### src/rtl/aes_seed_scheduler.sv
`timescale 1ns/1ps
`default_nettype none
// aes_seed_scheduler: expands RO/RW commands into per-chunk AES seeds and arbitrates core issue slots.
// Optional RW anti-starvation is enabled by defining AES_SCHED_STARVE_EN.
module aes_seed_scheduler #(
  parameter int IVWidth         = 64,
  parameter int BIDWidth        = 32,
  parameter int CIDWidth        = 6,
  parameter int AESWidth        = 128,
  parameter int ROHdrChunks     = 2,
  parameter int RWBktChunks     = 20,
  parameter int ROIWaitSteps    = 3,
  parameter int ROCredits       = 64,
  parameter int RWCredits       = 64,
  parameter int RWChunksPerWord = 4,
  parameter int StarveLimit     = 16
) (
  input  logic                Clock,
  input  logic                ResetN,
  input  logic [IVWidth-1:0]  ROIV,
  input  logic [BIDWidth-1:0] ROBID,
  input  logic                ROIsHeader,
  input  logic                ROValid,
  output logic                ROReady,
  input  logic [IVWidth-1:0]  RWIV,
  input  logic [BIDWidth-1:0] RWBID,
  input  logic                RWValid,
  output logic                RWReady,
  output logic [AESWidth-1:0] CoreSeed,
  output logic [1:0]          CoreTag,
  output logic                CoreValid,
  input  logic                ROCreditRet,
  input  logic                RWCreditRet,
  output logic                CreditErr
);

  localparam int ROCW = $clog2(ROCredits + 1);
  localparam int RWCW = $clog2(RWCredits + 1);
  localparam int ROSW = $clog2(ROCredits + 2);
  localparam int RWSW = $clog2(RWCredits + RWChunksPerWord + 1);

  localparam logic [1:0] TagRoData = 2'b00;
  localparam logic [1:0] TagRoHdr  = 2'b01;
  localparam logic [1:0] TagRw     = 2'b10;
  localparam logic [1:0] TagRoPad  = 2'b11;

  typedef enum logic [1:0] {RoIdle, RoHdr, RoPad, RoData} ro_state_e;

  ro_state_e             ro_state_q, ro_state_d, ro_cur;
  logic [CIDWidth-1:0]   ro_cid_q, ro_cid_d, rw_cid_q, rw_cid_d;
  logic [ROCW-1:0]       ro_cred_q, ro_cred_d;
  logic [RWCW-1:0]       rw_cred_q, rw_cred_d;
  logic [ROSW-1:0]       ro_sum;
  logic [RWSW-1:0]       rw_sum;
  logic                  ro_ovf, rw_ovf;
  logic                  ro_elig, rw_elig, ro_gnt, rw_gnt, ro_last, rw_last, force_rw;
  logic [AESWidth-1:0]   seed_q, seed_d;
  logic [1:0]            tag_q, tag_d;
  logic                  valid_q, cerr_q;

  // In IDLE the incoming command's first phase is issued directly, so commands chain without a bubble.
  always_comb begin
    ro_cur = ro_state_q;
    if (ro_state_q == RoIdle) begin
      if (ROIsHeader)            ro_cur = RoHdr;
      else if (ROIWaitSteps > 0) ro_cur = RoPad;
      else                       ro_cur = RoData;
    end
  end

  assign ro_elig = ROValid && (ro_cred_q != '0);
  assign rw_elig = RWValid && (rw_cred_q != '0);
  assign ro_gnt  = ro_elig && !force_rw;
  assign rw_gnt  = rw_elig && !ro_gnt;

`ifdef AES_SCHED_STARVE_EN
  localparam int SCW = $clog2(StarveLimit + 1);
  logic [SCW-1:0] starve_q;

  assign force_rw = rw_elig && (starve_q >= SCW'(StarveLimit));

  always_ff @(posedge Clock or negedge ResetN) begin
    if (!ResetN) begin
      starve_q <= '0;
    end else if (!RWValid || rw_gnt) begin
      starve_q <= '0;
    end else if (ro_gnt && (starve_q < SCW'(StarveLimit))) begin
      starve_q <= starve_q + SCW'(1);
    end
  end
`else
  assign force_rw = 1'b0;
`endif

  always_comb begin
    ro_state_d = ro_state_q;
    ro_cid_d   = ro_cid_q;
    ro_last    = 1'b0;
    if (ro_gnt) begin
      ro_state_d = ro_cur;
      ro_cid_d   = ro_cid_q + CIDWidth'(1);
      unique case (ro_cur)
        RoHdr: if (ro_cid_q == CIDWidth'(ROHdrChunks - 1)) begin
          ro_last = 1'b1; ro_state_d = RoIdle; ro_cid_d = '0;
        end
        RoPad: if (ro_cid_q == CIDWidth'(ROIWaitSteps - 1)) begin
          ro_state_d = RoData; ro_cid_d = '0;
        end
        RoData: if (ro_cid_q == CIDWidth'(RWBktChunks - 1)) begin
          ro_last = 1'b1; ro_state_d = RoIdle; ro_cid_d = '0;
        end
        default: ro_state_d = RoIdle;
      endcase
    end
  end

  assign rw_last  = (rw_cid_q == CIDWidth'(RWBktChunks - 1));
  assign rw_cid_d = !rw_gnt ? rw_cid_q : (rw_last ? '0 : rw_cid_q + CIDWidth'(1));
  assign ROReady  = ro_gnt && ro_last;
  assign RWReady  = rw_gnt && rw_last;

  always_comb begin
    seed_d = seed_q;
    tag_d  = tag_q;
    if (ro_gnt) begin
      seed_d = AESWidth'({ROIV, ROBID, ro_cid_q});
      unique case (ro_cur)
        RoHdr:   tag_d = TagRoHdr;
        RoPad:   tag_d = TagRoPad;
        default: tag_d = TagRoData;
      endcase
    end else if (rw_gnt) begin
      seed_d = AESWidth'({RWIV, RWBID, rw_cid_q});
      tag_d  = TagRw;
    end
  end

  // Grant and return net together; only the net result is checked against the buffer depth.
  always_comb begin
    ro_sum    = ROSW'(ro_cred_q) + ROSW'(ROCreditRet) - ROSW'(ro_gnt);
    rw_sum    = RWSW'(rw_cred_q) + (RWCreditRet ? RWSW'(RWChunksPerWord) : '0) - RWSW'(rw_gnt);
    ro_ovf    = (ro_sum > ROSW'(ROCredits));
    rw_ovf    = (rw_sum > RWSW'(RWCredits));
    ro_cred_d = ro_ovf ? ROCW'(ROCredits) : ROCW'(ro_sum);
    rw_cred_d = rw_ovf ? RWCW'(RWCredits) : RWCW'(rw_sum);
  end

  always_ff @(posedge Clock or negedge ResetN) begin
    if (!ResetN) begin
      ro_state_q <= RoIdle;
      ro_cid_q   <= '0;
      rw_cid_q   <= '0;
      ro_cred_q  <= ROCW'(ROCredits);
      rw_cred_q  <= RWCW'(RWCredits);
      seed_q     <= '0;
      tag_q      <= '0;
      valid_q    <= 1'b0;
      cerr_q     <= 1'b0;
    end else begin
      ro_state_q <= ro_state_d;
      ro_cid_q   <= ro_cid_d;
      rw_cid_q   <= rw_cid_d;
      ro_cred_q  <= ro_cred_d;
      rw_cred_q  <= rw_cred_d;
      seed_q     <= seed_d;
      tag_q      <= tag_d;
      valid_q    <= ro_gnt || rw_gnt;
      cerr_q     <= cerr_q || ro_ovf || rw_ovf;
    end
  end

  assign CoreSeed  = seed_q;
  assign CoreTag   = tag_q;
  assign CoreValid = valid_q;
  assign CreditErr = cerr_q;

endmodule
`default_nettype wire

### config.mk
export PLATFORM = sky130hd
export DESIGN_NAME = aes_seed_scheduler
export DESIGN_NICKNAME = d
export VERILOG_FILES = /design/src/rtl/aes_seed_scheduler.sv
export SDC_FILE = /design/constraint.sdc
export NUM_CORES = 1
export LEC_CHECK = 0
export CAP_MARGIN = 20
export CORE_ASPECT_RATIO = 1.25
export CORE_MARGIN = 5
export CORE_UTILIZATION = 35
export DETAILED_ROUTE_END_ITERATION = 10
export DONT_BUFFER_PORTS = 1
export GPL_TIMING_DRIVEN = 0
export SLEW_MARGIN = 25
export SYNTH_ARGS = -nofsm -noshare
export SYNTH_HDL_FRONTEND = slang
export SYNTH_SLANG_ARGS = --single-unit
### constraint.sdc
create_clock -name Clock -period 4.5 [get_ports Clock]
set_clock_uncertainty 0.1 [all_clocks]
set_input_delay 1.125 -clock Clock [delete_from_list [all_inputs] [get_ports Clock]]
set_output_delay 1.125 -clock Clock [all_outputs]
set_load 0.03 [all_outputs]
Word level (Yosys, flattened, before mapping) --
Index checks and enable logic that the tools add are counted.
Cells by class: add/subtract/negate cells 6, equality and inequality tests 7, $lt $le $gt $ge 2, multiplexer cells 23, reductions and logical operators 13
Operator list (number):
- $mux W128 | 2
- $mux W6 | 4
- $pmux W6 S3 | 1
- $gt A7 B7 Y1 const B | 2
- $mux W2 | 7
- $mux W7 | 2
- $reduce_bool A7 Y1 | 2
- $sub A7 B1 Y7 | 2
- $add A6 B1 Y6 const B | 2
- $eq A6 B5 Y1 const B | 2
- $add A7 B1 Y7 | 1
- $add A7 B3 Y7 | 1
- $eq A6 B1 Y1 const B | 1
- $eq A6 B2 Y1 const B | 1
- $pmux W2 S3 | 1
- $logic_and A1 B1 Y1 | 5
- $eq A2 B2 Y1 const B | 2
- $pmux W2 S2 | 1
- $logic_or A1 B1 Y1 | 3
- $mux W1 | 3
- $mux W3 | 1
- $eq A2 B1 Y1 const B | 1
- $logic_not A2 Y1 | 1
- $pmux W1 S2 | 1
- 2 further kinds | 2
Storage, ports and cells: bits of input ports 199, bits in registers 160, word-level logic and storage cells 60

Depth between registers and ports, before layout --
word-level depth 7, gate-level depth with buffers 16, mapped depth without buffers 15

Least setup slack after synthesis --
Ideal clock, no wire load.
kind input -> register, start input ROValid, end register cerr_q, in the netlist CreditErr, stages on the path 13, slack 0.157 ns, arrival time 4.117 ns, library setup time 0.126 ns, data required time 4.274 ns, cell sequence o41ai_2 -> inv_1 -> clkbuf_1 -> clkbuf_1 -> ha_1 -> inv_1 -> ha_1 -> fa_1 -> and3b_1 -> or3_1 -> xnor2_1 -> or4_4 -> a221o_1
Between the ends: longest elaborated chain between the ends 6, elaborated cells on any way between the ends 9, those cells by class add/sub: 2; order compare: 2; reduce/logical: 5
Ends and longest elaborated chain:
- from (decl) | RTL line 23 | input logic ROValid,
- $logic_and A1 B1 Y1 (*) | RTL line 71 | assign ro_elig = ROValid && (ro_cred_q != '0);
- $logic_not A1 Y1 | RTL line 74 | assign rw_gnt = rw_elig && !ro_gnt;
- $logic_and A1 B1 Y1 | RTL line 74
- $sub A7 B1 Y7 | RTL line 141 | rw_sum = RWSW'(rw_cred_q) + (RWCreditRet ? RWSW'(RWChunksPerWord) : '0) - RWSW'(rw_gnt);
- $gt A7 B7 Y1 | RTL line 143 | rw_ovf = (rw_sum > RWSW'(RWCredits));
- $logic_or A1 B1 Y1 (*) | RTL line 168 | cerr_q <= cerr_q || ro_ovf || rw_ovf;
- to (signal assigned) | RTL line 168
- to (decl) | RTL line 59 | logic valid_q, cerr_q;
Every way passes the cells marked *; elsewhere a longest branch is shown, timed or not. A chain may end at the register's enable or synchronous reset.

Worst setup path after layout --
start register ro_cred_q[3], end register cerr_q, in the netlist CreditErr
Between the ends: longest elaborated chain between the ends 7, elaborated cells on any way between the ends 11, those cells by class add/sub: 3; order compare: 2; reduce/logical: 6
Ends and longest elaborated chain:
- from (decl) | RTL line 51 | logic [ROCW-1:0] ro_cred_q, ro_cred_d;
- from (signal assigned) | RTL line 153 | ro_cred_q <= ROCW'(ROCredits);
- from (signal assigned) | RTL line 163 | ro_cred_q <= ro_cred_d;
- parallel branches: the longest is 6 deep, another holds $add A7 B1 Y7
- $logic_or A1 B1 Y1 (*) | RTL line 168
Mark *: on every way between the ends.

==> flow_summary.ini <==
[logic_synthesis]
yosys_warnings = 0
synth_most_common_cell = nand2_1
syn_area_per_cell_sq_um = 8.724
synth_seq_cells = 134
synth_edf_count = 0
synth_async_sr_flop_share = 1.000
synthFlopType = dfrtp_1
synth_cell_types = 54
synth_common_cells = nand2_1 (223), dfrtp_1 (132), nor2_1 (111), a31oi_1 (103)
seq_area_frac_synth = 0.4814
yosys.area.top_type_share = 0.4739
post-synth-top-area-cell = dfrtp_1
synth_cells = 799
netlist_area_sq_um = 6970
yosys-top-cells-area = dfrtp_1 (47%), nand2_1 (12%), a31oi_1 (9.2%)

[sta]
drv_slew = 0
fin_crit_ns = 4.199
layout_worst_path_cycle_share = 0.9330
tns_ns = 0
setup_violations = 0
slew_headroom = 0.5762
holdWs_ns = 0.3085
worst_pin_slew_ns = 0.6312
finalHoldViolations = 0
rsz0062_at_grt = no
fmax_ghz = 0.2382

[clocking]
cts_tree = done
clk-insertion-delay-late_ns = 0.41
clock_sinks = 134
htree_levels = 4
numCtsBuffers = 17
root_buffer = clkbuf_16
clk_pin_slew_ns = 0.06
cts_max_path_buffers = 2

[floorplan]
fp.dieH_um = 167.8
fp.coreArea_sq_um = 19540
ios = 333
dieArea_sq_um = 22860
die_x_um = 136.2
start_util = 0.3567
std_cell_rows = 57

[global_route]
grt_use_met3 = 0.06627
track_usage = 0.1830
grt_use_met2 = 0.3102
grt_max_degree = 135
met1_usage = 0.2175
grt_pass1_vias = 5711
grt_pass1_wl_um = 32710
antenna_found_initial = 0
grt_most_used_layer = met2
gr-total-overflow = 0

[detailed_routing]
dr.pass1.iters = 5
drtAntennaViolNets = 0
vias = 5716
wl_um = 21680
routed_via_density = 5.099
route.detailed.drc = 0
wl_per_cell_um = 19.34
drt_iter0_drc = 440

[setup_path]
arrival_ns = 4.39
endpoint_kind = flip-flop
required_ns = 4.70
start_kind = flip-flop
crit_fanout = 19
worst-setup-path-type = reg -> reg

[cells_and_area]
n_fill_cell = 1986
antennaDiodeCount = 0
layout-drive-gt1-share = 0.1040
final_nets = 1069
area_delta_synth_final_pct = 15.85

[place]
hpwl_um = 16550
port-buffer-count = 0
place_congestion = 0.8436

[pwr]
max-vdd-ir-drop_v = 0.0003458
powerDensity_nw_per_um2 = 808.0
p_leak_nw = 3.686

[outcome]
status = finished clean

[worst_hold_path]
hp-class = in -> async

[flow_run]
drv_cap = 0
## path summary, 6_finish.rpt
kind,to,slack (ns),from,depth (start not counted)
max,CreditErr,0.30,ro_cred_q[3],15
min,CoreSeed[6],0.31,ResetN,0
max reg2reg,CreditErr,0.30,ro_cred_q[3],15
min reg2reg,ro_state_q[1],0.40,ro_state_q[1],2
max in group asynchronous,ro_cred_q[6],3.75,ResetN,0
min in group Clock,ro_state_q[1],0.40,ro_state_q[1],2
## cell families (layout without fill, tap and decap cells)
| kind of cell | Yosys count | after routing | share of synthesized area |
|---|---|---|---|
| AND/OR/NAND/NOR | 374 | 374 | 0.2186 |
| other | 1 | 26 | 0.0005380 |
| multiplexers | 4 | 4 | 0.005924 |
| flip-flops | 134 | 134 | 0.4814 |
| AO/OA/AOI/OAI | 147 | 147 | 0.1425 |
| adder cells (fa/ha/maj) | 27 | 27 | 0.05062 |
| buffers and inverters | 101 | 133 | 0.08652 |
| XOR/XNOR | 11 | 11 | 0.01382 |
## timing repair
action | CTS | global route
gates resized for setup | 3 | 1
setup buffers | 1 | 0
pin swaps | 1 | 0
setup endpoints to repair | 8 | 1
hold buffers | 0 | 0
## area by class of cell
class / count / area, sq um / share of cell area
Buffer: 72 / 498.0 / 0.06167
Timing Repair Buffer: 1 / 7.507 / 0.0009297
Inverter: 28 / 105.1 / 0.01302
Clock inverter: 14 / 221.5 / 0.02742
Multi-Input combinational cell: 589 / 3117 / 0.3860
Tap cell: 265 / 331.6 / 0.04106
Clock buffer: 18 / 439.2 / 0.05438
Sequential cell: 134 / 3356 / 0.4156
## critical path, stage by stage, from the launching register on
cell and delay (ns):
dfrtp_1 0.39, inv_1 0.09, ha_1 0.16, nand2_1 0.09
o41ai_4 0.34, inv_1 0.09, buf_4 0.25, ha_1 0.30
inv_1 0.04, ha_1 0.20, fa_1 0.41, and3b_1 0.22
or3_1 0.36, xnor2_1 0.16, or4_4 0.54, a221o_1 0.33
## placed cells by master (no fill, tap or decap), drive strengths merged, types with 4 or more instances in the layout
cell and count:
inv 31, a21oi 7, a31oi 103, buf 47
dfrtp 132, nor2 111, nor3b 4, o31ai 5
and3 6, a21boi 6, nand3 6, bufinv 5
conb 26, ha 25, xnor2 8, a21o 4
o21ai 9, clkbuf 44, nor3 4, nand2 224
## power by group
| part | switching [mW] | leakage, nW | internal [mW] |
|---|---|---|---|
| clock network | 0.557 | 0.314 | 1.00 |
| registers | 1.24 | 1.58 | 1.70 |
| logic | 1.21 | 1.79 | 0.814 |
## sequential cells by signal, indices dropped and copies added (netlist names)
name and count:
CreditErr 1, CoreSeed 102, ro_state_q 2, ro_cred_q 7
rw_cred_q 7, CoreValid 1, ro_cid_q 6, rw_cid_q 6
CoreTag 2
## stage by stage
step	total power, mW	utilization	setup slack (ns)	cells	area (sq um)
3_3_place_gp	4.955	0.3785	-0.7291	1089	7396
2_1_floorplan	4.372	-	0.1572	824	7064
5_1_grt	6.954	0.4132	0.05852	1121	8075
6_report	6.524	0.4132	0.3013	1121	8075
4_1_cts	6.587	0.4132	0.1993	1121	8075
3_5_place_dp	4.993	0.3785	-0.7190	1089	7396
## routing by layer
layer,up-vias,share of wire
met5,-,0
met4,0,0.016
met3,21,0.10
met2,254,0.50
met1,2708,0.38
li1,2733,-
Note: power is estimated with default switching activity, not from simulation.
